--- config.mk ---
export PLATFORM = sky130hd
export DESIGN_NAME = sid_mix
export DESIGN_NICKNAME = d
export VERILOG_FILES = /design/src/rtl/sid_mix.sv
export SDC_FILE = /design/constraint.sdc
export NUM_CORES = 1
export LEC_CHECK = 0
export CORE_MARGIN = 4
export CORE_UTILIZATION = 36
export CTS_BUF_LIST = sky130_fd_sc_hd__clkbuf_4
export DETAILED_ROUTE_END_ITERATION = 12
export GPL_ROUTABILITY_DRIVEN = 0
export GPL_TIMING_DRIVEN = 1
export MAX_ROUTING_LAYER = met4
export PLACE_DENSITY = 0.6
export SYNTH_ARGS = -nofsm -noshare
export SYNTH_HDL_FRONTEND = slang
export SYNTH_SLANG_ARGS = --single-unit
--- constraint.sdc ---
create_clock -name CLK -period 10.4 [get_ports CLK]
set_input_delay 2.08 -clock CLK [delete_from_list [all_inputs] [get_ports CLK]]
set_output_delay 2.08 -clock CLK [all_outputs]
set_load 0.01 [all_outputs]
--- src/rtl/sid_mix.sv ---
// N-voice SID output mixer: one shared multiplier accumulates waveform*envelope per voice,
// then applies master volume and saturates to a signed output sample.
//
// state | meaning
// IDLE  | waiting for CLKen; snapshots inputs and clears the accumulator on the strobe
// MAC   | one voice per clock: acc += offset-corrected waveform * envelope
// SCALE | acc * volume / 16 (floor)
// OUT   | shift to output width, saturate, pulse VALID
module sid_mix #(
    parameter int VOICES  = 3,
    parameter int VOICE_W = 12,
    parameter int ENV_W   = 8,
    parameter int OUT_W   = 16
) (
    input  logic                        CLK,
    input  logic                        RSTn,
    input  logic                        CLKen,
    input  logic [VOICES*VOICE_W-1:0]   VOICE,
    input  logic [VOICES*ENV_W-1:0]     ENV,
    input  logic [VOICES-1:0]           MUTE,
    input  logic [3:0]                  VOL,
    output logic signed [OUT_W-1:0]     OUTPUT,
    output logic                        VALID,
    output logic                        BUSY,
    output logic                        OVR
);

    localparam int PW    = VOICE_W + ENV_W;
    localparam int ACC_W = PW + $clog2(VOICES) + 1;
    localparam int SC_W  = ACC_W + 5;
    localparam int SH    = PW - OUT_W;
    localparam int IDX_W = (VOICES > 1) ? $clog2(VOICES) : 1;

    localparam logic signed [SC_W-1:0] SAT_MAX = {{(SC_W-OUT_W+1){1'b0}}, {(OUT_W-1){1'b1}}};
    localparam logic signed [SC_W-1:0] SAT_MIN = {{(SC_W-OUT_W+1){1'b1}}, {(OUT_W-1){1'b0}}};

    typedef enum logic [1:0] {IDLE, MAC, SCALE, OUT} state_t;

    state_t state, state_nxt;

    logic [VOICES*VOICE_W-1:0] voice_q;
    logic [VOICES*ENV_W-1:0]   env_q;
    logic [VOICES-1:0]         mute_q;
    logic [3:0]                vol_q;
    logic [IDX_W-1:0]          idx;
    logic signed [ACC_W-1:0]   acc;
    logic signed [SC_W-1:0]    sc_q;

    logic [VOICE_W-1:0]        voice_sel;
    logic signed [VOICE_W-1:0] vs;
    logic signed [ENV_W:0]     env_s;
    logic signed [PW:0]        prod;
    logic signed [SC_W-1:0]    scaled;
    logic signed [SC_W-1:0]    shifted;
    logic signed [OUT_W-1:0]   sat;
    logic                      last_idx;

    assign last_idx = (idx == IDX_W'(VOICES - 1));

    always_ff @(posedge CLK or negedge RSTn) begin
        if (!RSTn) begin
            state <= IDLE;
        end else begin
            state <= state_nxt;
        end
    end

    always_comb begin
        state_nxt = state;
        case (state)
            IDLE:    if (CLKen) state_nxt = MAC;
            MAC:     if (last_idx) state_nxt = SCALE;
            SCALE:   state_nxt = OUT;
            OUT:     state_nxt = IDLE;
            default: state_nxt = IDLE;
        endcase
    end

    always_comb begin
        BUSY = (state != IDLE);
    end

    // Shared multiplier: the selected voice is converted from offset-binary to two's complement.
    always_comb begin
        voice_sel = voice_q[idx*VOICE_W +: VOICE_W];
        vs        = {~voice_sel[VOICE_W-1], voice_sel[VOICE_W-2:0]};
        env_s     = {1'b0, env_q[idx*ENV_W +: ENV_W]};
        prod      = '0;
        if (!mute_q[idx]) begin
            prod = vs * env_s;
        end
    end

    assign scaled  = acc * $signed({1'b0, vol_q});
    assign shifted = sc_q >>> SH;

    always_comb begin
        sat = shifted[OUT_W-1:0];
        if (shifted > SAT_MAX) begin
            sat = SAT_MAX[OUT_W-1:0];
        end else if (shifted < SAT_MIN) begin
            sat = SAT_MIN[OUT_W-1:0];
        end
    end

    always_ff @(posedge CLK or negedge RSTn) begin
        if (!RSTn) begin
            voice_q <= '0;
            env_q   <= '0;
            mute_q  <= '0;
            vol_q   <= '0;
            idx     <= '0;
            acc     <= '0;
            sc_q    <= '0;
            OUTPUT  <= '0;
            VALID   <= 1'b0;
            OVR     <= 1'b0;
        end else begin
            VALID <= 1'b0;
            if (CLKen && state != IDLE) begin
                OVR <= 1'b1;
            end
            case (state)
                IDLE: begin
                    if (CLKen) begin
                        voice_q <= VOICE;
                        env_q   <= ENV;
                        mute_q  <= MUTE;
                        vol_q   <= VOL;
                        acc     <= '0;
                        idx     <= '0;
                    end
                end
                MAC: begin
                    acc <= acc + ACC_W'(prod);
                    idx <= idx + 1'b1;
                end
                SCALE: begin
                    sc_q <= scaled >>> 4;
                end
                OUT: begin
                    OUTPUT <= sat;
                    VALID  <= 1'b1;
                end
                default: ;
            endcase
        end
    end

endmodule

# Word level (Yosys, flattened, before mapping)
# Index checks and enable logic that the tools add are counted.
[totals]
inputBits = 70
ff_bits = 136
latchBits = 0
memories = 0
output_inout_bits = 19
wordCells = 48
ram_bits = 0
romBits = 0
[op_classes]
n_bitwise = 1
magnitude_cmp = 3
shift = 2
reduce_logical = 7
div_mod_pow = 0
addsub = 2
n_mux = 13
mul = 3
eq_ne = 6
[ops]
columns = ["op", "n"]
rows = [
  ["23-bit case mux with 2 select lines", 1],
  ["36-bit by 7-bit variable part select with 12-bit output", 1],
  ["16-bit 2-to-1 mux", 2],
  ["23-bit by 5-bit multiplier with 28-bit output", 1],
  ["24-bit by 6-bit variable part select with 8-bit output", 1],
  ["23-bit by 21-bit adder with 23-bit output", 1],
  ["23-bit 2-to-1 mux", 1],
  ["12-bit by 9-bit multiplier with 21-bit output", 1],
  ["21-bit 2-to-1 mux", 1],
  ["20-bit by 16-bit greater-than comparator with 1-bit output (second input constant)", 1],
  ["20-bit by 16-bit < comparator with 1-bit output (second input constant)", 1],
  ["2-bit case mux with 4 select lines", 1],
  ["2-bit equality test (second input constant)", 3],
  ["2-bit 2-to-1 mux", 3],
  ["2-bit AND reduction", 3],
  ["2-bit by 2-bit multiplier with 4-bit output (second input constant)", 1],
  ["2-bit != test (second input constant)", 2],
  ["2-bit case mux with 2 select lines", 1],
  ["2-bit nonzero test", 2],
  ["2-bit by 3-bit < comparator with 1-bit output (second input constant)", 1],
  ["2-bit by 1-bit adder with 2-bit output (second input constant)", 1],
  ["1-bit binary-select mux with 2-bit select", 1],
  ["2-bit by 1-bit equality test with 1-bit output (second input constant)", 1],
  ["2-bit logical NOT", 1],
  ["other kinds (3)", 4],
]

# Depth between registers and ports, before layout
[depth]
word_depth = 7
mapped_depth = 34
depth_no_buf = 32

# Least setup slack after synthesis
# No wires, ideal clock.
[synth_timing]
kind = "reg-to-reg"
start = "reg idx[1]"
end = "reg acc[21]"
arrival_time_ns = 7.353
period_less_slack_ns = 7.482
slack_ns = 2.918
setup_time_ns = 0.129
n_path_buf = 3
required_time_ns = 10.271
stages_incl_launch_ff = 32
cell_sequence = "dfrtp_1 > clkbuf_1 > clkbuf_1 > buf_2 > mux2i_1 > nor2_1 > a21oi_1 > nor2_1 > fa_1 > fa_1 > fa_1 > inv_1 > fa_1 > inv_1 > ha_1 > or3_1 > o21bai_1 > and2_1 > and3_1 > nor2b_1 > xor2_1 > nor2_1 > ha_1 > a21o_1 > a21oi_1 > nand2_1 > a211oi_1 > nor2_1 > a211o_1 > a21oi_1 > xor2_1 > o21ai_1"
[synth_between]
elab_chain_len = 7
word_cells_on_any_way = 10
cone_classes = "1 x add/sub; 2 x mul; 2 x shift; 4 x mux; 1 x bitwise"
[synth_lines]
columns = ["item", "line", "source"]
rows = [
  ["start: declaration", "45", "logic [IDX_W-1:0] idx;"],
  ["start signal: assignment", "136", "idx <= idx + 1'b1;"],
  ["2-bit by 2-bit multiplier with 4-bit output", "85", "voice_sel = voice_q[idx*VOICE_W +: VOICE_W];"],
  ["36-bit by 7-bit variable part select with 12-bit output", "85", ""],
  ["1-bit inverter", "86", "vs = {~voice_sel[VOICE_W-1], voice_sel[VOICE_W-2:0]};"],
  ["12-bit by 9-bit multiplier with 21-bit output", "90", "prod = vs * env_s;"],
  ["21-bit 2-to-1 mux *", "89", "if (!mute_q[idx]) begin"],
  ["23-bit by 21-bit adder with 23-bit output *", "135", "acc <= acc + ACC_W'(prod);"],
  ["23-bit case mux with 2 select lines *", "123", "case (state)"],
  ["end signal: assignment", "135", ""],
  ["end: declaration", "46", "logic signed [ACC_W-1:0] acc;"],
]
# Every way passes the cells marked *; elsewhere a longest branch is shown, timed or not. The select of a mux whose other input is x is not followed.
# A chain may end at the register's enable or synchronous reset.

# Final worst setup path
[layout_timing]
start = "reg idx[0]"
end = "reg acc[21]"
# The elaborated chain is that of the path after synthesis.

==> summary.md <==
| Metric | Value |
|---|---|
| Status | finished, final reports clean |
| Met2 wire length | 14.5 mm |
| Num rows | 69 |
| Initial antenna violation count | 1 |
| #FFs+latches synth | 132 |
| Die Y | 199 um |
| Routed vias/inst | 4.86 |
| CORE AREA | 35700 um^2 |
| Fin Setup TNS | 0 ns |
| Final Cycle Share | 80.0% |
| Worst Path Arrival | 8.79 ns |
| Tot GR Track Use | 15.9% |
| Worst Setup End Kind | flip-flop |
| Critical path depth | 27 |
| Max stage delay cell, worst path | nor2b_2 |
| CP peak stage delay | 1.07 ns |
| Syn_nets | 1728 |
| CTS resizes | 0 |
| Final-layout fill cell count | 3586 |
| Drt first-iter violations | 400 |
| Worst skew pair latency | 0.59 ns |
| Post-synth top area share | 25.2% |
| Port Buffers | 88 |
| Detail Route Antenna Nets | 0 |
| Clock Sinks | 132 |
| Largest net degree at the start of global routing | 68 |
| CP delay by family, top | simple AND/OR/NAND/NOR gates |
| Worst Hold Class | reg2reg |
| Setup violators final | 0 |
| Final nets | 1800 |
| Hold Slack | 0.477 ns |
| Reg2reg path depth | 27 |
| Fmax | 120 MHz |
| Cell area after synthesis | 13100 um^2 |
| Top Metal Used | met4 |
| First-pass GRT wire length | 49.6 mm |
| Detailed placement HPWL | 24.1 mm |
| Inserted Clock Buffers | 17 |
| Routed wire length | 29.4 mm |
| Hold buffers post-CTS | 0 |
| Number of flops mapped to enable cells by yosys | 0 |
| Initial Util | 36.7% |
| Vias in the first global route | 10000 |
| Clock Skews | 0.0322 ns |
| P&R area growth vs syn | 12.7% |
| Sequential fraction of the synthesis area | 25.2% |
| Synth area leaders | dfrtp_1 (25%), fa_1 (19%), ha_1 (12%) |
| Gate Count Post-Synth | 1412 |
| Post-synth top cells | inv_1 (256), dfrtp_1 (132), fa_1 (125) |
| Slew Limit Fails | 0 |
| Setup bufs post-CTS | 0 |
| First-pass detailed-route iteration total | 5 |
| Min Tclk post-route | 8.32 ns |
| Cell taking the most area after synthesis | dfrtp_1 |
| Placed instance area | 14500 um^2 |
| Share of cells above drive strength 1 | 8.75% |
| I/O pins | 89 |
| Met3 wire length | 1.09 mm |
| Vias | 9512 |
| DRC violations left | 0 |
| # Max-Cap Violations | 0 |
| Die Area | 39500 um^2 |
| Average cell area after synthesis | 9.28 um^2 |
| Wire per inst | 15.0 um |
| CTS H-tree depth | 4 |
| Top-count cell post-synth | inv_1 |
| Req. time, crit path | 10.87 ns |
| Remaining global-route overflow | 0 |
| Hold Fails Final Rpt | 0 |
| Least-Margin Pin Slew | 1.17 ns |
| Synth Warn # | 0 |
| Critical path type | reg2reg |
| Final instance area | 14800 um^2 |
| Clock buffer depth | 2 |
| Die span in x | 199 um |
| Slew margin rel. | 21.5% |
| Crit path buf inv count | 2 |
| Met1 wire length | 13.3 mm |
| Distinct cells, synth | 54 |
| CP Launch Type | flip-flop |
| Hold path cells | 1 |
| CP Max Fanout | 33 |
| Top FF cell, synth | dfrtp_1 |
| TritonCTS clock tree | done |
| Worst-path clk slew | 0.15 ns |
| Async set or reset register ratio after synthesis | 100% |
| Clk Tree Root Cell | clkbuf_4 |
| RSZ-0062 raised after global routing | no |
## registers in the layout, indices dropped and copies added (netlist names)
register / count
OUTPUT: 16
voice_q: 36
VALID: 1
env_q: 24
vol_q: 4
state: 2
acc: 23
idx: 2
mute_q: 3
sc_q: 20
OVR: 1
## area by class of cell
class / count / area, um^2 / area share (%)
inverter: 256 / 961 / 6.50
clock buffer: 17 / 128 / 0.864
timing repair buffer: 94 / 927 / 6.28
sequential: 132 / 3300 / 22.4
tap: 461 / 577 / 3.90
clock inverter: 15 / 178 / 1.20
multi-input combinational: 983 / 8700 / 58.9
antenna: 1 / 2.50 / 0.0169
## through the flow
step                cells  setup slack, ns  util, %
finish               1959             2.08     41.3
global route         1959             1.39     41.3
CTS                  1958             2.09     41.3
detailed placement   1926             2.11     40.5
global placement     1926             2.31     40.5
floorplan            1412             2.92        -
## placed cells by master, fill, tap and decap left out, types with 31 or more instances in the layout
cell / n
inv_1: 256
dfrtp_1: 132
fa_1: 125
ha_1: 121
nor2_1: 116
nand2_1: 111
clkdlybuf4s50_1: 87
mux2_2: 78
and2_1: 74
a21oi_1: 57
o21ai_0: 42
xnor2_1: 31
## layer usage
layer / vias to the layer above / track usage [%]
met5: - / -
met4: 0 / 3.55
met3: 32 / 3.05
met2: 175 / 27.1
met1: 4598 / 19.7
li1: 4707 / -
## cell families (layout without fill, tap and decap cells)
family                   count (synthesis)  after routing  synth area share [%]
buffers and inverters                  297            382                  8.52
AO/OA/AOI/OAI                          219            219                  10.7
AND/OR/NAND/NOR                        368            368                  13.2
XOR/XNOR                                49             49                  3.27
flip-flops                             132            132                  25.2
other                                    0              1                     0
multiplexers                           101            101                  8.46
adder cells (fa/ha/maj)                246            246                  30.6
## final timing paths
path,startpoint,end,slack (ns)
worst max register to register,idx[0]$_DFFE_PN0P_,acc[21]$_DFFE_PN0P_,2.08
max in group asynchronous,RSTn,voice_q[6]$_DFFE_PN0P_,7.58
worst min-delay path,OVR$_DFFE_PN0P_,OVR$_DFFE_PN0P_,0.48
worst min register to register,OVR$_DFFE_PN0P_,OVR$_DFFE_PN0P_,0.48
min in group asynchronous,RSTn,sc_q[17]$_DFFE_PN0P_,1.45
worst max-delay path,idx[0]$_DFFE_PN0P_,acc[21]$_DFFE_PN0P_,2.08
Power is not shown: default switching activity piles up to over one toggle a cycle in this logic, so the estimate is an artifact.
